## src/rtl/cpu_pkg.sv

```systemverilog
// cpu_pkg: shared definitions for the fetch/PC unit and its helpers.
//   - 4-bit opcode encodings (instr[15:12]) and the HLT instruction word
//   - branch condition-code encodings (instr[11:9])
//   - flag bit positions inside the {Z,V,N} vector
//   - fetch FSM state enum and the reset PC
//   - branch_offset(): sign-extended, word-scaled branch displacement
package cpu_pkg;

    localparam logic [3:0] OP_ADD  = 4'h0;
    localparam logic [3:0] OP_SUB  = 4'h1;
    localparam logic [3:0] OP_B    = 4'hC;
    localparam logic [3:0] OP_BR   = 4'hD;
    localparam logic [3:0] OP_PCS  = 4'hE;
    localparam logic [3:0] OP_HLT  = 4'hF;

    // Fed to the decoder whenever no live instruction is present; HLT
    // asserts no RegWrite, so it is a safe bubble.
    localparam logic [15:0] INSTR_HLT = {OP_HLT, 12'h000};

    localparam logic [15:0] RESET_PC = 16'h0000;

    localparam logic [2:0] CC_NE  = 3'b000;
    localparam logic [2:0] CC_EQ  = 3'b001;
    localparam logic [2:0] CC_GT  = 3'b010;
    localparam logic [2:0] CC_LT  = 3'b011;
    localparam logic [2:0] CC_GE  = 3'b100;
    localparam logic [2:0] CC_LE  = 3'b101;
    localparam logic [2:0] CC_OVF = 3'b110;
    localparam logic [2:0] CC_UNC = 3'b111;

    // Positions inside the {Z,V,N} flag vector.
    localparam int unsigned FLAG_Z = 2;
    localparam int unsigned FLAG_V = 1;
    localparam int unsigned FLAG_N = 0;

    typedef enum logic [1:0] {
        StFetch  = 2'b00,
        StWait   = 2'b01,
        StHalted = 2'b10
    } fetch_state_e;

    // sext(imm9) << 1, as a 16-bit two's-complement offset.
    function automatic logic [15:0] branch_offset(input logic [8:0] imm);
        return {{6{imm[8]}}, imm, 1'b0};
    endfunction

endpackage

```

## src/rtl/branch_cond.sv

```systemverilog
// branch_cond: evaluates a 3-bit branch condition code against the flags.
// Ports:
//   ccc   [2:0] in  : condition code from instr[11:9]
//   flags [2:0] in  : registered {Z,V,N}
//   taken       out : condition holds
module branch_cond
    import cpu_pkg::*;
(
    input  logic [2:0] ccc,
    input  logic [2:0] flags,
    output logic       taken
);

    logic z;
    logic v;
    logic n;

    assign z = flags[FLAG_Z];
    assign v = flags[FLAG_V];
    assign n = flags[FLAG_N];

    always_comb begin
        taken = 1'b0;
        unique case (ccc)
            CC_NE:  taken = !z;
            CC_EQ:  taken = z;
            CC_GT:  taken = !z && !n;
            CC_LT:  taken = n;
            CC_GE:  taken = z || (!z && !n);
            CC_LE:  taken = n || z;
            CC_OVF: taken = v;
            CC_UNC: taken = 1'b1;
            default: taken = 1'b0;
        endcase
    end

endmodule

```

## src/rtl/fetch_pc_unit.sv

```systemverilog
// fetch_pc_unit: program counter, instruction fetch FSM and flag register.
// Build option: define FETCH_IMEM_WAIT_EN to honour imem_ready and use the
// WAIT state; otherwise imem_ready is ignored and one instruction is
// fetched every cycle.
// Ports:
//   clk, rst_n           : clock, asynchronous active-low reset
//   imem_addr/req        : fetch address (= PC) and request
//   imem_rdata/ready     : fetched word and its valid strobe
//   instr/instr_valid    : instruction to decoder and its liveness
//   branch_in/jump_in/hlt_in : decoder control
//   rs_data              : register-indirect branch target
//   flags_in/flags_we    : ALU {Z,V,N} and per-bit write enables
//   pc_plus2             : PC+2 for PCS writeback
//   halted               : core stopped
module fetch_pc_unit
    import cpu_pkg::*;
(
    input  logic        clk,
    input  logic        rst_n,
    output logic [15:0] imem_addr,
    output logic        imem_req,
    input  logic [15:0] imem_rdata,
    input  logic        imem_ready,
    output logic [15:0] instr,
    output logic        instr_valid,
    input  logic        branch_in,
    input  logic        jump_in,
    input  logic        hlt_in,
    input  logic [15:0] rs_data,
    input  logic [2:0]  flags_in,
    input  logic [2:0]  flags_we,
    output logic [15:0] pc_plus2,
    output logic        halted
);

    fetch_state_e state_q, state_d;
    logic [15:0]  pc_q, pc_d;
    logic [2:0]   flags_q, flags_d;
    logic         ready_eff;
    logic         taken;

`ifdef FETCH_IMEM_WAIT_EN
    assign ready_eff = imem_ready;
`else
    logic unused_imem_ready;
    assign unused_imem_ready = imem_ready;
    assign ready_eff = 1'b1;
`endif

    assign imem_req    = (state_q != StHalted);
    assign imem_addr   = pc_q;
    assign halted      = (state_q == StHalted);
    assign instr_valid = ready_eff && (state_q != StHalted);
    assign instr       = instr_valid ? imem_rdata : INSTR_HLT;
    assign pc_plus2    = pc_q + 16'd2;

    // Uses flags_q, so a flag write in this cycle cannot affect this branch.
    branch_cond u_branch_cond (
        .ccc   (instr[11:9]),
        .flags (flags_q),
        .taken (taken)
    );

    always_comb begin
        state_d = state_q;
        pc_d    = pc_q;
        flags_d = flags_q;
        case (state_q)
            StFetch, StWait: begin
                if (instr_valid) begin
                    flags_d = (flags_we & flags_in) | (~flags_we & flags_q);
                    if (hlt_in) begin
                        state_d = StHalted;
                    end else begin
                        state_d = StFetch;
                        if (branch_in && taken) begin
                            pc_d = jump_in ? rs_data
                                           : pc_plus2 + branch_offset(instr[8:0]);
                        end else begin
                            pc_d = pc_plus2;
                        end
                    end
                end else begin
`ifdef FETCH_IMEM_WAIT_EN
                    state_d = StWait;
`else
                    state_d = StFetch;
`endif
                end
            end
            StHalted: begin
                state_d = StHalted;
            end
            default: begin
                state_d = StFetch;
            end
        endcase
    end

    always_ff @(posedge clk or negedge rst_n) begin
        if (!rst_n) begin
            state_q <= StFetch;
            pc_q    <= RESET_PC;
            flags_q <= 3'b000;
        end else begin
            state_q <= state_d;
            pc_q    <= pc_d;
            flags_q <= flags_d;
        end
    end

endmodule

```

## config.mk

```make
export PLATFORM = sky130hd
export DESIGN_NAME = fetch_pc_unit
export DESIGN_NICKNAME = d
export VERILOG_FILES = /design/src/rtl/cpu_pkg.sv /design/src/rtl/branch_cond.sv /design/src/rtl/fetch_pc_unit.sv
export SDC_FILE = /design/constraint.sdc
export NUM_CORES = 1
export LEC_CHECK = 0
export BUFFER_PORTS_ARGS = -buffer_cell sky130_fd_sc_hd__buf_2
export CAP_MARGIN = 10
export CORE_MARGIN = 2
export CORE_UTILIZATION = 45
export CTS_CLUSTER_DIAMETER = 40
export CTS_CLUSTER_SIZE = 40
export DETAILED_ROUTE_END_ITERATION = 16
export PLACE_DENSITY = 0.78
export SLEW_MARGIN = 20
export SYNTH_ARGS = -nofsm -noshare
export SYNTH_HDL_FRONTEND = slang
export SYNTH_SLANG_ARGS = --single-unit
export TNS_END_PERCENT = 100
```

## constraint.sdc

```tcl
create_clock -name clk -period 2.75 [get_ports clk]
set_input_delay 0.55 -clock clk [delete_from_list [all_inputs] [get_ports clk]]
set_output_delay 0.55 -clock clk [all_outputs]
set_load 0.01 [all_outputs]
```

=== Yosys cells after proc, flatten, opt, wreduce, memory -nomap -nowiden ===
Cells that the tools add are included.

* Add/sub/neg operators: 2
* Equality and inequality tests: 10
* Muxes and demuxes: 7
* Bitwise gates (word level): 5
* Reduce and logical (&&, ||, !) cells: 11

{| class="wikitable"
|+ Operators by type and width
! operator !! count
|-
| two-way mux 16 bit || 3
|-
| adder 16 bit || 1
|-
| adder 16 x 2 -> 16 bit (second input constant) || 1
|-
| equality test 3 bit (second input constant) || 4
|-
| one-hot mux 1 bit (8 select lines) || 1
|-
| AND 3 bit || 2
|-
| equality test 3 x 2 -> 1 bit (second input constant) || 2
|-
| two-way mux 2 bit || 2
|-
| one-hot mux 2 bit (2 select lines) || 1
|-
| equality test 3 x 1 -> 1 bit (second input constant) || 1
|-
| logical NOT 3 bit || 1
|-
| NOT 3 bit || 1
|-
| OR 3 bit || 1
|-
| AND reduction 3 bit || 1
|-
| equality test 2 x 1 -> 1 bit (second input constant) || 1
|-
| equality test 2 bit (second input constant) || 1
|-
| logical AND 1 bit || 2
|-
| logical NOT 1 bit || 2
|-
| logical NOT 2 bit || 1
|-
| logical OR 1 bit || 2
|-
| inequality test 2 bit (second input constant) || 1
|-
| AND reduction 2 bit || 1
|-
| OR reduction 2 bit || 1
|-
| NOT 1 bit || 1
|}

* Flip-flop bits (word level): 21
* Output and inout bits: 51

=== Longest topological paths before layout ===
Gate-level depths: netlist of the first run.

* Word-level depth: 6
* Mapped depth: 12
* Gate-level depth less buffers: 12

=== Cells and area by module ===
A second synthesis of the first run with hierarchy kept.

* Cells, all modules: 274
* Area total of the unflattened synthesis: 2235.9 um2

{| class="wikitable"
|+ By module, submodules not included
! module !! times used !! cells an instance !! area an instance (um2)
|-
| fetch_pc_unit || 1 || 263 || 2159.6
|-
| branch_cond || 1 || 11 || 76.3
|}

=== Least setup slack after synthesis of the first run ===
OpenSTA, ideal clock, no wires.

* Path type: register -> register
* Start point: reg pc_q[1] (netlist: imem_addr[1])
* End point: reg pc_q[14] (netlist: imem_addr[14])
* Library setup time: 0.095 ns
* Arrival time: 2.872 ns
* Data required time: 2.655 ns
* Slack: -0.218 ns
* Stages on the path, launching flop included: 13
* Buffers on the path: 0
* Period minus slack after synthesis: 2.968 ns
* Cells stage by stage: dfrtp_1 -> ha_1 -> nand2_4 -> nor3_1 -> and3_1 -> xor2_1 -> ha_1 -> a21oi_1 -> o21ai_0 -> o21a_1 -> a211oi_1 -> a21oi_1 -> o31ai_1

* Longest elaborated chain between the ends: 4

{| class="wikitable"
|+ Ends and longest elaborated chain
! element !! RTL line !! text
|-
| from (decl) || fetch_pc_unit.sv:37 || <nowiki>logic [15:0] pc_q, pc_d;</nowiki>
|-
| from (signal assigned) || fetch_pc_unit.sv:107 || <nowiki>pc_q <= pc_d;</nowiki>
|-
| adder 16 x 2 -> 16 bit || fetch_pc_unit.sv:55 || <nowiki>assign pc_plus2 = pc_q + 16'd2;</nowiki>
|-
| named net pc_plus2[11] || fetch_pc_unit.sv:32 || <nowiki>output logic [15:0] pc_plus2,</nowiki>
|-
| adder 16 bit || fetch_pc_unit.sv:78 || <nowiki>: pc_plus2 + branch_offset(instr[8:0]);</nowiki>
|-
| two-way mux 16 bit || fetch_pc_unit.sv:77 || <nowiki>pc_d = jump_in ? rs_data</nowiki>
|-
| two-way mux 16 bit || fetch_pc_unit.sv:76 || <nowiki>if (branch_in && taken) begin</nowiki>
|}

The timed path passes the listed nets, and every way through them passes these cells.
A chain may end at the register's enable or synchronous reset.

=== Worst setup path after layout of the first run ===
* Start point: reg pc_q[1] (netlist: imem_addr[1])
* End point: reg pc_q[15] (netlist: imem_addr[15])

* Longest elaborated chain between the ends: 4

{| class="wikitable"
|+ Ends and longest elaborated chain
! element !! RTL line
|-
| adder 16 x 2 -> 16 bit (*) || fetch_pc_unit.sv:55
|-
| adder 16 bit || fetch_pc_unit.sv:78
|-
| two-way mux 16 bit || fetch_pc_unit.sv:77
|-
| two-way mux 16 bit (*) || fetch_pc_unit.sv:76
|}

Every way passes the cells marked *; elsewhere a longest branch is shown, timed or not.

==> results of run 1 <==
[Yosys cell counts, drive strengths merged (2+ instances only)]
master / instances
nand4: 4
nand2b: 3
or3: 3
and3: 3
o21a: 5
nand3: 11
a21boi: 3
a21oi: 15
a22oi: 3
ha: 18
a211oi: 3
nor3: 6
nand4b: 3
xor2: 11
a31o: 4
buf: 9
a31oi: 2
nor4: 5
dfrtp: 20
nand2: 32
a21o: 4
o211ai: 6
inv: 12
o21ai: 22
nand3b: 2
o31ai: 4
and2: 3
nor2b: 13
a211o: 2
mux2i: 5
clkbuf: 7
or2: 4
o21bai: 2
xnor2: 10
o32ai: 2
nor2: 20
o31a: 2
[power groups by stage]
stage	Sequential (mW)	Clock [mW]	Combinational [mW]
3_5_place_dp	0.365	0	0.552
3_3_place_gp	0.363	0	0.535
5_1_grt	0.368	0.209	0.742
6_report	0.365	0.197	0.690
2_1_floorplan	0.386	0	0.287
4_1_cts	0.360	0.198	0.568
[cell usage in the layout, fill, tap and decap left out, types with 5 or more instances in the layout]
cell type | synthesis | routed
sky130_fd_sc_hd__nor2b_1 | 12 | 12
sky130_fd_sc_hd__buf_4 | 3 | 57
sky130_fd_sc_hd__o21ai_0 | 21 | 18
sky130_fd_sc_hd__o21a_1 | 5 | 5
sky130_fd_sc_hd__buf_2 | 4 | 93
sky130_fd_sc_hd__a21oi_1 | 15 | 10
sky130_fd_sc_hd__ha_4 | 0 | 9
sky130_fd_sc_hd__xor2_2 | 1 | 5
sky130_fd_sc_hd__xnor2_1 | 10 | 6
sky130_fd_sc_hd__ha_1 | 18 | 7
sky130_fd_sc_hd__mux2i_1 | 5 | 5
sky130_fd_sc_hd__o211ai_1 | 6 | 6
sky130_fd_sc_hd__dfrtp_1 | 20 | 18
sky130_fd_sc_hd__nor2_1 | 20 | 19
sky130_fd_sc_hd__inv_1 | 12 | 11
sky130_fd_sc_hd__nand2_1 | 30 | 26
sky130_fd_sc_hd__nand3_1 | 10 | 7
sky130_fd_sc_hd__xor2_1 | 10 | 5
[stage by stage]
step | power [mW] | TNS, ns | setup WS (ns)
2_1_floorplan | 0.673 | -0.127 | -0.0572
3_3_place_gp | 0.898 | -0.422 | -0.124
3_5_place_dp | 0.917 | -0.697 | -0.177
4_1_cts | 1.13 | -0.00931 | -0.00931
5_1_grt | 1.32 | -0.407 | -0.167
6_report | 1.25 | 0 | 0.0245
[cell families (layout without fill, tap and decap cells)]
logic type / Yosys count / count (layout) / synth area share [%]
muxes: 6 / 6 / 2.50
and+or+nand+nor: 116 / 116 / 26.5
buffers and inverters: 29 / 168 / 6.59
xor gates and xnor gates: 21 / 21 / 7.82
AOI/OAI and AO/OA: 91 / 91 / 26.1
DFF: 20 / 20 / 20.4
adders and majority gates: 19 / 19 / 10.0
[cell type report]
class | instances | area (um^2)
multi-input combinational | 253 | 2140
timing repair buffer | 152 | 916
tap | 70 | 87.6
fill | 370 | 1430
inverter | 13 | 48.8
sequential | 20 | 503
clock buffer | 3 | 41.3
[worst register-to-register path, cell delays in order (launching register included)]
cell,delay [ns]
sky130_fd_sc_hd__dfrtp_1,0.41
sky130_fd_sc_hd__ha_4,0.18
sky130_fd_sc_hd__nand2_4,0.07
sky130_fd_sc_hd__nor3_4,0.29
sky130_fd_sc_hd__nand4_1,0.17
sky130_fd_sc_hd__xnor2_1,0.16
sky130_fd_sc_hd__buf_4,0.16
sky130_fd_sc_hd__ha_4,0.28
sky130_fd_sc_hd__nand2_4,0.06
sky130_fd_sc_hd__o21ai_4,0.18
sky130_fd_sc_hd__o21bai_1,0.14
sky130_fd_sc_hd__o31a_1,0.21
sky130_fd_sc_hd__xnor2_1,0.08
sky130_fd_sc_hd__o311ai_1,0.25
[metal layers]
metal  vias to the layer above  part of all wire, %  GRT usage, %
li1                       1389                    -             -
met1                      1375                   43          30.4
met2                       134                   48          38.8
met3                        17                  7.0          2.33
met4                         0                  2.0          7.50
met5                         -                    0             0
[how the worst max path moves through the flow]
stage / startpoint / end / cells after the start
floorplan: imem_addr[1] / imem_addr[14] / 12
global placement: imem_rdata[0] / imem_addr[9] / 10
detailed placement: imem_rdata[0] / imem_addr[9] / 10
CTS: imem_addr[1] / imem_addr[10] / 11
global route: imem_addr[2] / imem_addr[15] / 11
finish: imem_addr[1] / imem_addr[15] / 13
[what timing repair did]
action / 4_1_cts / 5_1_grt
hold endpoints to repair: 0 / 0
endpoints found under the setup margin: 5 / 8
gates resized for setup: 8 / 56
pin swaps: 2 / 28
setup buffers: 0 / 12
==> out/summary.txt, run 1 <==
=====================================================================================
Initial cell density of the core .......................................        47.3%
Routability Congestion .................................................        0.906
DIE AREA ............................................................... 0.00605 mm^2
Combinational fraction of design power .................................        55.1%
Clock-pin slew of the registers on the worst-case setup and hold paths .      0.07 ns
Final core area utilization ............................................        72.3%
Relative contribution of sequential cells to total power ...............        29.1%
Async set-or-reset flop fraction in the synthesized netlist ............         100%
Master of the slowest instance on the critical path .................... sky130_fd_sc_hd__dfrtp_1
Number of antenna violations at the first check in global routing ......            0
Die X ..................................................................      77.8 um
Layout net count .......................................................          506
Result of the run ...................................................... complete, no violations
Mapped Nets ............................................................          365
Number of inserted diodes ..............................................            0
Placed wire-length estimate after detailed placement ...................      5670 um
Post-synthesis sequential element count ................................           20
Clock root cell ........................................................ sky130_fd_sc_hd__clkbuf_8
Core area .............................................................. 0.00517 mm^2
Leading cell types by total area after synthesis ....................... sky130_fd_sc_hd__dfrtp_1 20%, sky130_fd_sc_hd__ha_1 9.2%, sky130_fd_sc_hd__nand2_1 4.6%
Area growth from synthesis to layout ...................................        52.7%
Post-DR wirelength/cell ................................................      15.7 um
H-tree depth ...........................................................            1
Number of sinks handled by clock tree synthesis ........................           20
Synthesized instance count .............................................          302
Endpoints failing setup ................................................            0
IO Count ...............................................................           95
Cell accounting for the most synthesized area .......................... sky130_fd_sc_hd__dfrtp_1
Max cap viols ..........................................................            0
Hold-fix buffers at CTS ................................................            0
Maximum number of pins on one net before global-route repair ...........           27
Clock period minus worst slack .........................................      2.73 ns
Crit end category ......................................................         flop
Max Slew Vio Count .....................................................            0
Remaining antenna violation count after routing ........................            0
Distinct cell type count after synthesis ...............................           69
Number of enable flip-flop cells after synthesis .......................            0
Post-Synthesis Mean Instance Area ......................................    8.11 um^2
Detailed router's first-iteration violation count ......................          288
Drt pass-1 iters .......................................................            4
Number of cells in the design after placement ..........................          496
First-pass GRT wire length .............................................    11,400 um
Setup repair after global routing missed its margin ....................         true
Number of buffers inserted during clock tree synthesis .................            3
Kind of cell with the highest combined delay on the critical path ...... compound AO/OA/AOI/OAI gates
Cells along the critical path .......................................... ha_4 -> nand2_4 -> nor3_4 -> nand4_1 -> xnor2_1 -> buf_4 -> ha_4 -> nand2_4 -> o21ai_4 -> o21bai_1 -> o31a_1 -> xnor2_1 -> o311ai_1
Category of the most critical setup path ............................... flop to flop
Sequential cell area fraction in the yosys report ......................        20.4%
Clock tree from TritonCTS ..............................................         done
P_sw ...................................................................       492 uW
Worst hold-check slack .................................................     0.233 ns
Actual slew at the worst max-slew pin ..................................     0.548 ns
Leakage component of the power .........................................      1.85 nW
Post-route clock period utilization ....................................        99.1%
Max-Slew Margin vs Limit ...............................................        63.4%
Summed instance area of the synthesized netlist ........................ 0.00245 mm^2
Clock tree skew after final layout .....................................   0.00171 ns
Internal power summed over all cells ...................................       759 uW
Number of cells traversed by the worst register-to-register path .......           13
Proportion of power drawn by the clock network .........................        15.7%
Largest stage delay, worst path ........................................      0.41 ns
Final standard cell count with taps included and fillers excluded ......          511
Final global-route overflow total ......................................            0
Global Route Usage Sum .................................................        22.9%
Combined buffer and inverter count along the critical path .............            1
Height of the die ......................................................      77.8 um
Drt total wl ...........................................................      8010 um
Routed via count .......................................................        2,915
Area fraction of the dominant cell type after synthesis ................        20.4%
Maximum count of clock buffers along a single path .....................            2
Final hold viol count ..................................................            0
Biggest fanout along the worst timing path .............................            4
CP startpoint kind .....................................................         flop
Req. time, crit path ...................................................      2.91 ns
Net switching share of the total power .................................        39.3%
Critical R2R Launch .................................................... imem_addr[1]
Row Count ..............................................................           26
Worst ir drop on vdd ...................................................       179 uV
Vias per cell ..........................................................         5.70
FMAX ...................................................................    0.367 GHz
Later-pin clock latency in the skew report .............................      0.26 ns
Proportion of layout cells with a drive suffix above 1 .................        50.3%
Worst-case register-to-register setup slack ............................      0.02 ns
DR DRC count ...........................................................            0
Cell area after placement .............................................. 0.00325 mm^2
Power per unit of standard cell area ...................................  335 mW/mm^2
Finished layout cell area .............................................. 0.00374 mm^2
Worst min-delay path class ............................................. input port to async pin
Total of buffers placed on input and output ports ......................           93
Data arrival time of the critical path .................................      2.89 ns
Reg2Reg Capture Point .................................................. imem_addr[15]
Vias in the first global route .........................................        2,603
Yosys synthesis warning count ..........................................            0
Dominant synthesized flop cell ......................................... sky130_fd_sc_hd__dfrtp_1
=====================================================================================
Note: power is estimated with default switching activity, not from simulation.
==> run 2: changes to the inputs <==
==> constraint.sdc (replaced) <==
create_clock -name clk -period 2.75 [get_ports clk]
set_input_delay 0.275 -clock clk [delete_from_list [all_inputs] [get_ports clk]]
set_output_delay 0.275 -clock clk [all_outputs]
set_load 0.01 [all_outputs]
==> run 2 against run 1 <==
  * The flow now finishes with violations (setup timing)
  * Clock skew up 0.0070 ns
  * Via count up 1.8%
  * Non-clock buffer count up 3
  * Final area up 1.1%
  * Sequential cell count unchanged
  * Largest power group unchanged
  * Combinational power down 1%
  * Utilization up 0.77 points
  * Sequential power up 2%
  * Clock power up 55%
==> out/summary.txt, run 2 (synthesized netlist as in run 1, its figures left out) <==
=====================================================================================
Highest metal layer with signal wires ..................................         met4
Failing checks ......................................................... setup timing
Leakage component of the power .........................................      1.87 nW
Actual slew at the worst max-slew pin ..................................     0.556 ns
Routability Congestion .................................................        0.901
Final global-route overflow total ......................................            0
Clock tree from TritonCTS ..............................................         done
Drt pass-1 iters .......................................................            5
Crit path setup slack, layout ..........................................   -0.0996 ns
Max Slew Vio Count .....................................................            0
Global Route Usage Sum .................................................        24.7%
Number of inserted diodes ..............................................            0
Number of cells in the design after placement ..........................          496
Post-route clock period utilization ....................................         104%
Placed wire-length estimate after detailed placement ...................      5730 um
Cell area after placement .............................................. 0.00325 mm^2
Internal power summed over all cells ...................................       855 uW
Routed via count .......................................................        2,968
Number of cells traversed by the worst register-to-register path .......           13
Number of buffers inserted during clock tree synthesis .................            3
Worst min-delay path class ............................................. input port to flop
Reg2Reg Capture Point .................................................. imem_addr[15]
Finished layout cell area .............................................. 0.00378 mm^2
FMAX ...................................................................    0.351 GHz
Core area .............................................................. 0.00517 mm^2
Combinational fraction of design power .................................        50.1%
Clock period minus worst slack .........................................      2.85 ns
DIE AREA ............................................................... 0.00605 mm^2
Critical R2R Launch .................................................... imem_addr[1]
First-pass GRT wire length .............................................    12,200 um
Remaining antenna violation count after routing ........................            0
Setup slack after placement ............................................    -0.170 ns
Met2 wirelength from detailed routing ..................................      4180 um
DR DRC count ...........................................................            0
Highest-count cells in the layout ignoring fill and taps ............... 93 x sky130_fd_sc_hd__buf_2, 60 x sky130_fd_sc_hd__buf_4, 28 x sky130_fd_sc_hd__nand2_1, 19 x sky130_fd_sc_hd__nor2_1, 17 x sky130_fd_sc_hd__o21ai_0
Number of fillers in the final layout ..................................          356
Leading cell type in the layout, fill and taps excluded ................ sky130_fd_sc_hd__buf_2
Max cap viols ..........................................................            0
Category of the most critical setup path ............................... flop to flop
Maximum number of pins on one net before global-route repair ...........           27
Biggest fanout along the worst timing path .............................            4
Detailed router's first-iteration violation count ......................          273
Die X ..................................................................      77.8 um
Worst ir drop on vdd ...................................................       269 uV
Worst-case register-to-register setup slack ............................      -0.1 ns
Critical path origin ................................................... imem_addr[1]
Max-Slew Margin vs Limit ...............................................        62.9%
Proportion of power drawn by the clock network .........................        22.5%
Hold depth .............................................................            2
Final standard cell count with taps included and fillers excluded ......          515
IO Count ...............................................................           95
Number of sinks handled by clock tree synthesis ........................           20
Clock-pin slew of the registers on the worst-case setup and hold paths .      0.09 ns
Drt total wl ...........................................................      8380 um
Met1 wire length .......................................................      3510 um
Post-DR wirelength/cell ................................................      16.3 um
Net switching share of the total power .................................        37.2%
Layout net count .......................................................          509
Setup repair after global routing missed its margin ....................         true
Final hold viol count ..................................................            0
Row Count ..............................................................           26
H-tree depth ...........................................................            1
Power per unit of standard cell area ...................................  360 mW/mm^2
Worst hold-check slack .................................................     0.222 ns
Vias per cell ..........................................................         5.76
Crit end category ......................................................         flop
Met3 wirelength from detailed routing ..................................       548 um
Data arrival time of the critical path .................................      3.00 ns
Initial cell density of the core .......................................        47.3%
Proportion of layout cells with a drive suffix above 1 .................        50.1%
Maximum count of clock buffers along a single path .....................            2
CP startpoint kind .....................................................         flop
Worst setup path endpoint .............................................. imem_addr[15]
Vias in the first global route .........................................        2,626
Relative contribution of sequential cells to total power ...............        27.4%
Result of the run ...................................................... finished, violations left
Clock tree skew after final layout .....................................   0.00875 ns
Total of buffers placed on input and output ports ......................           93
P_sw ...................................................................       506 uW
Number of antenna violations at the first check in global routing ......            0
Endpoints failing setup ................................................            1
Req. time, crit path ...................................................      2.90 ns
Area growth from synthesis to layout ...................................        54.3%
Later-pin clock latency in the skew report .............................      0.27 ns
Setup TNS ..............................................................   -0.0996 ns
Height of the die ......................................................      77.8 um
Clock root cell ........................................................ sky130_fd_sc_hd__clkbuf_8
=====================================================================================
==> run 2: changes by cell type in the layout (fill, tap and decap cells not counted), sizes merged <==
cell / before / now
buf: 152 / 154
dlygate4sd3: 0 / 1
bufinv: 0 / 1
==> run 2: per-layer routing <==
layer  GRT usage [%]  vias up
met1            32.0     1412
met4            6.61        0
li1                -     1389
met3            1.86       15
met5               0        -
met2            44.1      152
==> run 2: critical path, cell delays in order, from the launching register on <==
cell and delay [ns]:
sky130_fd_sc_hd__dfrtp_2 0.42, sky130_fd_sc_hd__ha_4 0.18, sky130_fd_sc_hd__nand2_4 0.08, sky130_fd_sc_hd__nor3_4 0.24, sky130_fd_sc_hd__buf_4 0.15, sky130_fd_sc_hd__and3_4 0.24
sky130_fd_sc_hd__xor2_4 0.10, sky130_fd_sc_hd__buf_4 0.15, sky130_fd_sc_hd__ha_4 0.27, sky130_fd_sc_hd__nand2_1 0.07, sky130_fd_sc_hd__o21bai_1 0.20, sky130_fd_sc_hd__o31a_1 0.23
sky130_fd_sc_hd__xnor2_1 0.08, sky130_fd_sc_hd__o311ai_1 0.32
==> run 2: stage by stage <==
step / util, % / total power [mW]
after global routing: 73.1 / 1.43
after floorplan: - / 0.673
after detailed placement: 62.9 / 0.915
after CTS: 66.7 / 1.25
final: 73.1 / 1.36
after global placement: 62.9 / 0.897
==> run 2: worst min-delay path by stage <==
stage,start,end,slack (ns)
5_1_grt,rs_data[0],imem_addr[0],0.23
2_1_floorplan,rst_n,async pin,-0.02
4_1_cts,rs_data[0],imem_addr[0],0.22
6_report,rs_data[0],imem_addr[0],0.22
3_5_place_dp,rst_n,async pin,0.26
3_3_place_gp,rst_n,async pin,0.25
==> run 2: area by class of cell <==
type / count / area [um^2] / area share, %
clock inverters: 1 / 30.0 / 0.795
inverters: 13 / 48.8 / 1.29
well taps: 70 / 87.6 / 2.32
repair buffers: 155 / 937 / 24.8
flip-flops and latches: 20 / 508 / 13.4
multi-input cells: 253 / 2130 / 56.3
clock buffers: 3 / 41.3 / 1.09
==> run 2: repair_timing <==
action | in CTS | in global routing
cloned | 0 | 0
pin swaps | 5 | 21
gates resized for setup | 17 | 49
hold endpoints to repair | 20 | 0
hold buffers | 1 | 0
endpoints found under the setup margin | 6 | 9
buffers inserted | 5 | 9
==> run 2: power groups by stage <==
stage	Combinational (mW)	Sequential, mW	Clock (mW)
floorplan	0.287	0.386	0
global placement	0.533	0.365	0
detailed placement	0.547	0.367	0
CTS	0.585	0.365	0.303
global route	0.733	0.378	0.316
finish	0.682	0.374	0.306
